<file path="config.mk">
export PLATFORM = sky130hd
export DESIGN_NAME = oc3_popcount_ctrl
export DESIGN_NICKNAME = d
export VERILOG_FILES = /design/src/rtl/oc3_popcount_ctrl.sv
export SDC_FILE = /design/constraint.sdc
export NUM_CORES = 1
export LEC_CHECK = 0
export CAP_MARGIN = 20
export CORE_MARGIN = 3
export CORE_UTILIZATION = 42
export CTS_CLUSTER_SIZE = 16
export DETAILED_ROUTE_END_ITERATION = 7
export MAX_ROUTING_LAYER = met4
export PLACE_DENSITY = 0.7
export SYNTH_ARGS = -nofsm -noshare
export SYNTH_HDL_FRONTEND = slang
export SYNTH_SLANG_ARGS = --single-unit
</file>
<file path="constraint.sdc">
create_clock -name clk -period 2.1 [get_ports clk]
set_clock_uncertainty 0.1 [all_clocks]
set_input_delay 0.315 -clock clk [delete_from_list [all_inputs] [get_ports clk]]
set_output_delay 0.315 -clock clk [all_outputs]
set_load 0.02 [all_outputs]
</file>
<file path="src/rtl/oc3_popcount_ctrl.sv">
// Popcount of a W-bit word using one external 3-input ones-counter, one group per cycle.
// Ports: clk, rst, start/din in, oc_a/b/c out, oc_y0/y1 in, busy/done/count out.
module oc3_popcount_ctrl #(
  parameter int W = 12
) (
  input  logic                     clk,
  input  logic                     rst,
  input  logic                     start,
  input  logic [W-1:0]             din,
  output logic                     oc_a,
  output logic                     oc_b,
  output logic                     oc_c,
  input  logic                     oc_y0,
  input  logic                     oc_y1,
  output logic                     busy,
  output logic                     done,
  output logic [$clog2(W+1)-1:0]   count
);

  localparam int G   = (W + 2) / 3;
  localparam int CW  = $clog2(W + 1);
  localparam int SW  = 3 * G;
  localparam int GCW = (G > 1) ? $clog2(G) : 1;

  typedef enum logic [1:0] {
    IDLE,
    RUN,
    DONE
  } state_t;

  state_t          state;
  state_t          state_nxt;
  logic [SW-1:0]   shift;
  logic [GCW-1:0]  grp;
  logic            last;
  logic [CW-1:0]   part;

  assign last = (grp == GCW'(G - 1));
  // partial sum never exceeds W, so narrowing is safe when CW < 2
  assign part = CW'({oc_y1, oc_y0});

  always_ff @(posedge clk or posedge rst) begin
    if (rst) begin
      state <= IDLE;
    end else begin
      state <= state_nxt;
    end
  end

  always_comb begin
    state_nxt = state;
    unique case (state)
      IDLE:    if (start) state_nxt = RUN;
      RUN:     if (last)  state_nxt = DONE;
      DONE:    state_nxt = IDLE;
      default: state_nxt = IDLE;
    endcase
  end

  always_comb begin
    busy = 1'b0;
    done = 1'b0;
    oc_a = 1'b0;
    oc_b = 1'b0;
    oc_c = 1'b0;
    unique case (state)
      RUN: begin
        busy = 1'b1;
        oc_a = shift[2];
        oc_b = shift[1];
        oc_c = shift[0];
      end
      DONE:    done = 1'b1;
      default: ;
    endcase
  end

  always_ff @(posedge clk or posedge rst) begin
    if (rst) begin
      shift <= '0;
      grp   <= '0;
      count <= '0;
    end else begin
      unique case (state)
        IDLE: begin
          if (start) begin
            shift <= SW'(din);
            grp   <= '0;
            count <= '0;
          end
        end
        RUN: begin
          count <= count + part;
          shift <= shift >> 3;
          grp   <= grp + 1'b1;
        end
        default: ;
      endcase
    end
  end

endmodule

</file>
After elaboration in Yosys (flattened, before gate mapping)
Index checks and enable logic that the tools add are counted.
{"block": "op_classes", "addsub": 2, "eq_ne": 5, "n_mux": 14, "n_reduce_logical": 4}
{"cell": "$pmux W12 S2", "n": 1}
{"cell": "$mux W12", "n": 1}
{"cell": "$pmux W2 S2", "n": 2}
{"cell": "$pmux W4 S2", "n": 1}
{"cell": "$mux W2", "n": 3}
{"cell": "$mux W1", "n": 5}
{"cell": "$add A4 B2 Y4", "n": 1}
{"cell": "$eq A2 B2 Y1 const B", "n": 2}
{"cell": "$mux W4", "n": 1}
{"cell": "$ne A2 B2 Y1 const B", "n": 2}
{"cell": "$reduce_and A2 Y1", "n": 2}
{"cell": "$add A2 B1 Y2 const B", "n": 1}
{"cell": "$eq A2 B1 Y1 const B", "n": 1}
{"cell": "$logic_not A2 Y1", "n": 1}
{"cell": "$reduce_bool A2 Y1", "n": 1}
{"block": "word_totals", "register_bits": 20, "out_inout_bits": 9, "wordCells": 29}

Logic depth before layout (Yosys ltp)
{"block": "logic_depth", "word_depth": 3, "depth_mapped": 5}

Least setup slack after synthesis
Ideal clock, no wire load.
{"block": "synth_path", "path_kind": "register to register", "from": "reg count[0]", "to": "reg count[2]", "setup_ps": 121, "arrival_ps": 1420, "slack_ps": 459, "path_stages_with_launch": 6, "n_path_buf": 0, "period_less_slack_ps": 1641, "cell_sequence": "dfrtp_1 -> ha_1 -> fa_1 -> or3b_1 -> o21ai_0 -> a22o_1"}
{"block": "synth_between", "elab_chain_len": 2}
{"element": "start: declaration", "line": "17", "source": "output logic [$clog2(W+1)-1:0] count"}
{"element": "start signal: assignment", "line": "93", "source": "count <= count + part;"}
{"element": "$add A4 B2 Y4", "line": "93"}
{"element": "$pmux W4 S2", "line": "84", "source": "unique case (state)"}
No other way between the ends.
A chain may end at the register's enable or synchronous reset.

Worst setup path in the final report
{"block": "layout_path", "from": "reg state[1]", "to": "out busy"}
{"block": "layout_between", "elab_chain_len": 2}
{"element": "start: declaration", "line": "31", "source": "state_t state;"}
{"element": "start signal: assignment", "line": "46", "source": "state <= state_nxt;"}
{"element": "$eq A2 B1 Y1", "line": "66", "source": "unique case (state)"}
{"element": "$mux W1", "line": "66"}
{"element": "end: declaration", "line": "15", "source": "output logic busy,"}
No other way between the ends.

==> results_dict.tcl <==
set metrics [dict create \
    rows 17 \
    setup_tns_ns 0 \
    ir_drop_v 0.000672 \
    cts_sinks 20 \
    synth_seq_cells 20 \
    post_dp_cell_area_um2 1330 \
    pin_count 26 \
    synth_area_um2 1040 \
    fin_crit_sh 0.947 \
    period_minus_slack_ns 1.99 \
    total_leakage_power_nw 0.689 \
    grt_usage 0.154 \
    crit_chain "nor2b_4 > clkdlybuf4s50_1" \
    yosys_warnings 0 \
    synth_cell_type_count 27 \
    ys.flop_type "dfrtp_1" \
    core-area_um2 2280 \
    h-tree-depth 1 \
    fillers 196 \
    grt_max_degree 26 \
    final_cells 155 \
    drtPass1Iterations 4 \
    gr-total-overflow 0 \
    drc 0 \
    stdcell_area_um2 1390 \
    syn_to_final_growth_pct 33.8 \
    status "finished, final reports clean" \
    drive_gt1_frac 0.126 \
    crit_buf_inv 1 \
    via_per_inst 5.32 \
    worstPathArrival_ns 1.57 \
    endpoint_kind "output pin" \
    finalHoldViolCount 0 \
    gp_congestion 0.751 \
    min_path_type "in2async" \
    worstMarginPinSlew_ns 0.330 \
    synth_edf_count 0 \
    setup_viol_count_final 0 \
    grt_pass1_wl_mm 3.77 \
    layout_common_cells "21 x clkdlybuf4s50_1, 20 x dfrtp_1, 11 x o21ai_0" \
    reg2reg_slack_ns 0.48 \
    drt-met1-wl_um 930 \
    fp.dieH_um 55.8 \
    diodes 0 \
    route.met3.wl_um 117 \
    vias 824 \
    slowest_stage "clkdlybuf4s50_1" \
    drtIter0Drc 14 \
    avgSynthCellArea_um2 10.8 \
    cts_tree "done" \
    clockBufferDepth 2 \
    critical-path-top-delay-family "buffers and inverters" \
    wl_per_cell_um 13.6 \
    routed-wl-met2_mm 1.06 \
    grt_pass1_vias 844 \
    ant_nets 0 \
    start_util 0.457 \
    maxSlewViolCount 0 \
    die_width_um 55.8 \
    cts_made_buffers 3 \
    root_buffer "clkbuf_4" \
    dp_hpwl_mm 1.55 \
    worstPathMaxFanout 6 \
    yosysSeqAreaShare 0.481 \
    grt_antenna_before_repair 0 \
    max_freq_ghz 0.503 \
    mostFrequentLayoutCell "clkdlybuf4s50_1" \
    dp_cells 149 \
    syn_inst 96 \
    synth.net_count 117 \
    power_per_cell_area_nw_per_um2 1320 \
    cp-start-kind "flip-flop" \
    port_buffers 25 \
    cts.clk_slew.worst_paths_ns 0.13 \
    relSlewSlack 0.780 \
    cp.required_ns 1.68 \
    dieArea_um2 3110 \
    final_nets 149 \
    top_layer_used "met3" \
    clk_latency_ns 0.31 \
    cpPeakStageDelay_ns 0.63 \
    synth-async-reset-ratio 1.00 \
    routed_wl_mm 2.11 \
    hold_buffers 0 \
    final_core_util 0.611 \
    max_cap_viol_count 0 \
    rsz0062_at_grt "false" \
    crit_type "reg2out" \
]
-- worst min-delay path, stage by stage --
cell,delay [ns]
clkdlybuf4s50_1,0.40
inv_1,0.05
buf_4,0.26
-- Yosys cell counts, types with 2 or more instances --
library cell / n / area [µm²]
dfrtp_1: 20 / 500
o21ai_0: 11 / 55.1
nand2_1: 10 / 37.5
a21oi_1: 9 / 45.0
and3b_1: 8 / 70.1
a22o_1: 6 / 52.6
and2_1: 4 / 25.0
ha_1: 3 / 37.5
inv_1: 3 / 11.3
buf_4: 2 / 15.0
buf_6: 2 / 22.5
clkbuf_1: 2 / 7.51
nor2b_1: 2 / 12.5
-- routing by layer --
layer | vias up | GRT usage
met5 | - | -
met4 | 0 | 0.0521
met3 | 0 | 0.0325
met2 | 22 | 0.257
met1 | 401 | 0.186
li1 | 401 | -
-- repair_timing --
action | 4_1_cts | 5_1_grt
cloned | 0 | 0
buffers inserted | 2 | 0
endpoints found under the setup margin | 3 | 1
resized for setup | 3 | 1
-- path summary, 6_finish.rpt --
check,from,endpoint,cells past startpoint
setup / recovery,state[1]$_DFFE_PP0P_,busy,2
hold / removal,rst,shift[2]$_DFFE_PP0P_,3
setup reg to reg,count[0]$_DFFE_PP0P_,count[2]$_DFFE_PP0P_,5
hold reg to reg,shift[2]$_DFFE_PP0P_,shift[2]$_DFFE_PP0P_,2
max in group asynchronous,rst,grp[0]$_DFFE_PP0P_,3
min in group clk,shift[2]$_DFFE_PP0P_,shift[2]$_DFFE_PP0P_,2
-- metrics by stage --
| stage | setup WS, ns | hold WS [ns] | power [mW] |
|---|---|---|---|
| 3_5_place_dp | 0.145 | 0.362 | 1.52 |
| 5_1_grt | 0.0162 | 0.241 | 1.98 |
| 4_1_cts | 0.0404 | 0.219 | 1.86 |
| 6_report | 0.110 | 0.212 | 1.84 |
| 2_1_floorplan | 0.459 | 0.179 | 1.25 |
| 3_3_place_gp | 0.163 | 0.353 | 1.48 |
-- state kept, by name, summed over array words and instances (netlist names) --
signal / flops
grp: 2
shift: 12
count: 4
state: 2
-- final cells by class --
| cell class | count | area [µm²] | area share |
|---|---|---|---|
| Clock buffer | 3 | 22.5 | 0.0162 |
| Clock inverter | 1 | 30.0 | 0.0216 |
| Inverter | 3 | 11.3 | 0.00809 |
| Multi-Input combinational cell | 67 | 483 | 0.347 |
| Sequential cell | 20 | 500 | 0.360 |
| Tap cell | 28 | 35.0 | 0.0252 |
| Timing Repair Buffer | 33 | 309 | 0.222 |
-- power by group --
group	leakage (nW)	internal, mW	switching [mW]
Sequential	0.257	0.544	0.106
Combinational	0.403	0.443	0.432
Clock	0.0279	0.193	0.124
-- logic make-up after synthesis --
kind of cell    count (synthesis)  share of synthesized area
fa+ha+maj                       4                     0.0554
compound gates                 32                      0.196
mux                             1                     0.0108
buf+inv                         9                     0.0541
flops                          20                      0.481
simple gates                   30                      0.202
Power figures use the tool's default switching activity.
